[src/rtl/calc_operand_engine.sv]
// Operand/opcode capture and arithmetic engine for the DE10-Lite calculator.
// Strobes from the key-stage controller latch operands and start ADD/SUB/MUL/DIV.
module calc_operand_engine #(
  parameter int unsigned WIDTH = 8
) (
  input  logic               CLK,
  input  logic               RST,
  input  logic               write,
  input  logic [1:0]         stage,
  input  logic [WIDTH-1:0]   sw,
  output logic [WIDTH-1:0]   opA,
  output logic [WIDTH-1:0]   opB,
  output logic [2*WIDTH-1:0] result,
  output logic               busy,
  output logic               done,
  output logic               err
);

  localparam int unsigned RW = 2 * WIDTH;
  localparam int unsigned CW = $clog2(WIDTH) + 1;

  localparam logic [1:0] OP_ADD = 2'b00;
  localparam logic [1:0] OP_SUB = 2'b01;
  localparam logic [1:0] OP_MUL = 2'b10;
  localparam logic [1:0] OP_DIV = 2'b11;

  typedef enum logic [1:0] {
    IDLE = 2'd0,
    CALC = 2'd1,
    DONE = 2'd2
  } state_t;

  state_t           state;
  state_t           state_nxt;
  logic             busy_nxt;
  logic             done_nxt;

  logic             write_q;
  logic             strobe;
  logic             act;
  logic             start;
  logic             clr;
  logic             fin;
  logic             div0;

  logic [1:0]       op;
  logic [WIDTH-1:0] wa;
  logic [WIDTH-1:0] wb;
  logic [RW-1:0]    acc;
  logic [RW-1:0]    mcand;
  logic [CW-1:0]    cnt;
  logic [WIDTH:0]   trial;

  // Rising edge of write; strobes during an operation are dropped entirely
  assign strobe = write & ~write_q;
  assign act    = strobe & (state != CALC);
  assign start  = act & (stage == 2'd2);
  assign clr    = act & (stage == 2'd3);

  assign div0  = (op == OP_DIV) && (wb == '0);
  // Restoring-divide trial: partial remainder shifted left by one, minus divisor
  assign trial = acc[RW-1:WIDTH-1] - {1'b0, wb};

  always_comb begin
    fin = 1'b1;
    if ((op == OP_MUL) || ((op == OP_DIV) && !div0)) begin
      fin = (cnt == CW'(WIDTH));
    end
  end

  always_ff @(posedge CLK or posedge RST) begin
    if (RST) begin
      write_q <= 1'b0;
    end else begin
      write_q <= write;
    end
  end

  // FSM state register; busy/done are registered decodes of the next state
  always_ff @(posedge CLK or posedge RST) begin
    if (RST) begin
      state <= IDLE;
      busy  <= 1'b0;
      done  <= 1'b0;
    end else begin
      state <= state_nxt;
      busy  <= busy_nxt;
      done  <= done_nxt;
    end
  end

  always_comb begin
    state_nxt = state;
    unique case (state)
      IDLE: if (start) state_nxt = CALC;
      CALC: if (fin) state_nxt = DONE;
      DONE: begin
        if (start) begin
          state_nxt = CALC;
        end else if (clr) begin
          state_nxt = IDLE;
        end
      end
      default: state_nxt = IDLE;
    endcase
  end

  always_comb begin
    busy_nxt = 1'b0;
    done_nxt = 1'b0;
    if (state_nxt == CALC) busy_nxt = 1'b1;
    if (state_nxt == DONE) done_nxt = 1'b1;
  end

  // Operand capture, working registers and iterative datapath
  always_ff @(posedge CLK or posedge RST) begin
    if (RST) begin
      opA    <= '0;
      opB    <= '0;
      result <= '0;
      err    <= 1'b0;
      op     <= OP_ADD;
      wa     <= '0;
      wb     <= '0;
      acc    <= '0;
      mcand  <= '0;
      cnt    <= '0;
    end else if (act) begin
      unique case (stage)
        2'd0: opA <= sw;
        2'd1: opB <= sw;
        2'd2: begin
          op    <= sw[1:0];
          wa    <= opA;
          wb    <= opB;
          mcand <= RW'(opA);
          acc   <= (sw[1:0] == OP_DIV) ? RW'(opA) : '0;
          cnt   <= '0;
          err   <= 1'b0;
        end
        2'd3: begin
          opA    <= '0;
          opB    <= '0;
          result <= '0;
          err    <= 1'b0;
        end
        default: ;
      endcase
    end else if (state == CALC) begin
      if (fin) begin
        unique case (op)
          OP_ADD: result <= RW'(wa) + RW'(wb);
          OP_SUB: result <= RW'(wa) - RW'(wb);
          OP_MUL: result <= acc;
          OP_DIV: result <= div0 ? '1 : acc;
          default: ;
        endcase
        err <= div0;
      end else begin
        cnt <= cnt + CW'(1);
        if (op == OP_MUL) begin
          if (wb[0]) acc <= acc + mcand;
          mcand <= mcand << 1;
          wb    <= wb >> 1;
        end else if (!trial[WIDTH]) begin
          acc <= {trial[WIDTH-1:0], acc[WIDTH-2:0], 1'b1};
        end else begin
          acc <= {acc[RW-2:0], 1'b0};
        end
      end
    end
  end

endmodule

[config.mk]
export PLATFORM = sky130hd
export DESIGN_NAME = calc_operand_engine
export DESIGN_NICKNAME = d
export VERILOG_FILES = /design/src/rtl/calc_operand_engine.sv
export SDC_FILE = /design/constraint.sdc
export NUM_CORES = 1
export LEC_CHECK = 0
export ABC_CLOCK_PERIOD_IN_PS = 3700
export CORE_MARGIN = 2
export CORE_UTILIZATION = 59
export DETAILED_ROUTE_END_ITERATION = 10
export HOLD_SLACK_MARGIN = 0.1
export PLACE_DENSITY = 0.81
export SKIP_CTS_REPAIR_TIMING = 1
export SLEW_MARGIN = 10
export SYNTH_ARGS = -nofsm -noshare
export SYNTH_HDL_FRONTEND = slang
export SYNTH_SLANG_ARGS = --single-unit
[constraint.sdc]
create_clock -name CLK -period 3.7 [get_ports CLK]
set_clock_uncertainty 0.15 [all_clocks]
set_input_delay 0.37 -clock CLK [delete_from_list [all_inputs] [get_ports CLK]]
set_output_delay 0.37 -clock CLK [all_outputs]
set_load 0.01 [all_outputs]
==> results.cfg <==
[sta]
min_period_ns = 3.27
hold_viol = 0
setup_viol = 0
finalWorstSetupSlack_ns = 0.434
max_freq_mhz = 306
slew_viol_final = 0
slew_headroom_pct = 52.4
worst_pin_slew_ns = 0.709
rsz0062_at_grt = no
fin_crit_sh_pct = 88.3
setup-tns-final_ns = 0

[pwr]
p_leak_nw = 3.12
combPwrFrac_pct = 52.2
internal-power_mw = 3.02
pwr-share-seq_pct = 33.1
total_power_mw = 5.34
power_density_nw_per_um2 = 781
vdd_ir_drop_max_v = 0.000378
p_sw_mw = 2.32
swShare_pct = 43.5
pwr-share-clk_pct = 14.7

[place]
pre_cts_ws_ns = 0.621
dp_hpwl_mm = 11.5
dpl_cell_area_um2 = 6610
portBuffers = 47
place_congestion = 0.919
dp_cells = 853

[run_status]
status = finished clean

[drt]
drtIter0Drc = 466
vias = 5379
drt-total-wl_mm = 15.4
drt-pass1-iter-count = 7
drt_drc_violations_left = 0
viasPerCell = 6.20
wl_per_cell_um = 17.7
antenna_left = 0

[setup_path]
end_kind = register
r2r_start = op[0]$_DFFE_PP0P_
startpoint_type = register
worstPathArrival_ns = 3.37
setup.worst_path.start = op[0]$_DFFE_PP0P_
critPathMaxFanout = 17
crit_type = reg -> reg
crit_required_ns = 3.81

[global_routing]
use_met2_pct = 45.8
grt_max_degree = 35
grt_pass1_wl_mm = 25.8
antenna_found_initial = 0
use_met1_pct = 41.0
track_usage_pct = 29.2
met3_usage_pct = 3.99
grt_pass1_vias = 5123
grt_busiest_layer = met2
grt_overflow = 0

[synth]
yosysUniqueCellTypes = 61
synth_area_um2 = 6040
async_flop_share_pct = 100
synth-main-ff-cell = dfrtp_1
synth_top_family_by_area = compound AO/OA/AOI/OAI gates
synth_top_area_share_pct = 38.1
yosys.area_share.simple_pct = 18.2
yosysTopAreaCell = dfrtp_1
ys_seq_area_share_pct = 38.1
synthXorXnorAreaFrac_pct = 2.90
synthTopCellsByArea = dfrtp_1 38%, ha_1 9.1%, nand2_1 6.8%
synth_area_per_cell_um2 = 8.67
muxShareOfSynthArea_pct = 3.27
synth_fa_ha_area_share_pct = 10.4
synth_compound_area_share_pct = 23.0
synthCells = 696
yosysWarnings = 0
synth_enable_flop_cells = 0
syn_nets = 757
yosys_register_bits = 92

[cts]
cts_max_level = 3
path_clk_slew_ns = 0.09
clock-sinks = 92
clk_latency_ns = 0.37
cts.path.max_buffers = 2
cts_root_buf = clkbuf_8
cts_made_buffers = 9
cts_tree = yes

[layout]
drive_gt1_share_pct = 5.31
nets = 792
stdcell_count = 868
stdcell_area_um2 = 6840
diodes = 0
area_growth_pct = 13.2

[flow_run]
max_cap_violations = 0

[hold_path]
hp-class = in -> async

[floorplanning]
core.rowCount = 36
die_h_um = 105
io_pins = 48
die_w_um = 105
die-area_um2 = 11100
core-area_um2 = 9860
initial_core_util_pct = 61.2
kinds of logic (layout without fill, tap and decap cells):
| family | count (synthesis) | in the layout |
|---|---|---|
| flops | 92 | 92 |
| mux | 19 | 19 |
| xor+xnor | 20 | 20 |
| compound gates | 218 | 218 |
| buf+inv | 62 | 101 |
| simple gates | 237 | 237 |
| fa+ha+maj | 48 | 48 |
metrics by stage:
stage | hold WS [ns] | util, %
2_1_floorplan | 0.251 | -
3_3_place_gp | 0.316 | 67.0
3_5_place_dp | 0.323 | 67.0
4_1_cts | 0.216 | 69.3
5_1_grt | 0.236 | 69.3
6_report | 0.203 | 69.3
flip-flops by register name (all words and copies together), names as in the netlist:
| register | flops |
|---|---|
| opB | 8 |
| done | 1 |
| opA | 8 |
| busy | 1 |
| acc | 16 |
| err | 1 |
| op | 2 |
| wa | 8 |
| state | 2 |
| wb | 8 |
| cnt | 4 |
| result | 16 |
| mcand | 16 |
| write_q | 1 |
cells in the final DEF (no fill, tap or decap), drive strengths merged, types with 6 or more instances in the layout:
cell	count
xnor2	15
mux2	6
a22o	9
nand2b	10
nor2b	15
mux2i	13
ha	44
and3	8
nand2	110
buf	9
nand3	14
or3	8
o211ai	11
clkbuf	12
a21o	9
o22ai	8
a21oi	49
o21ai	69
a31oi	10
clkdlybuf4s50	47
nor3	8
a32o	6
inv	30
a211oi	10
nand3b	6
dfrtp	92
nor2	42
synthesized netlist by cell type (3+ instances only):
cell type  instances
a211oi_1          10
a21o_1             9
a21oi_1           49
a22o_1             9
a31oi_1           10
a32o_1             6
and2_1             4
and3_1             8
buf_1              3
clkbuf_1          27
dfrtp_1           92
fa_1               4
ha_1              44
inv_1             30
mux2_2             6
mux2i_1           13
nand2_1          110
nand2b_1          10
nand3_1           14
nand3b_1           6
nor2_1            40
nor2b_1           15
nor3_1             8
nor3b_1            3
o211ai_1          11
o21a_1             5
o21ai_0           68
o21bai_1           5
o22ai_1            8
o31ai_1            4
or2_2              3
or3_1              8
xnor2_1           15
xor2_1             5
final cells by class:
class,count,area (µm²)
Tap cell,133,166
Sequential cell,92,2300
Timing Repair Buffer,56,538
Clock buffer,12,155
Clock inverter,3,68.8
Inverter,30,114
Fill cell,755,3030
Multi-Input combinational cell,542,3490
power groups by stage:
stage                     logic, mW  registers [mW]  clock network, mW
after floorplan                2.02            1.65                  0
after global placement         2.61            1.75                  0
after detailed placement       2.70            1.77                  0
after CTS                      2.75            1.75              0.790
after global routing           3.09            1.82              0.829
final                          2.79            1.77              0.786
path summary, 6_finish.rpt:
path | endpoint | slack, ns | cells past startpoint
min in group CLK | write_q$_DFF_PP0_ | 0.30 | 1
max in group asynchronous | mcand[14]$_DFFE_PP0P_ | 2.35 | 3
hold reg to reg | result[8]$_DFFE_PP0P_ | 0.34 | 2
setup reg to reg | acc[2]$_DFFE_PP0P_ | 0.43 | 7
setup / recovery | acc[2]$_DFFE_PP0P_ | 0.43 | 7
hold / removal | busy$_DFF_PP0_ | 0.20 | 2
critical path, stage by stage, from the launching register on:
cell     delay [ns]
dfrtp_1        0.69
or4b_1         0.54
o31ai_2        0.64
nor2_2         0.21
o21ai_0        0.29
nand2_1        0.32
o22ai_1        0.23
a21oi_1        0.06
routing by layer:
layer | vias up | wire [µm]
li1 | 2549 | -
met1 | 2554 | 6900
met2 | 239 | 7060
met3 | 37 | 1020
met4 | 0 | 414
met5 | - | 0
Power figures use the tool's default switching activity.
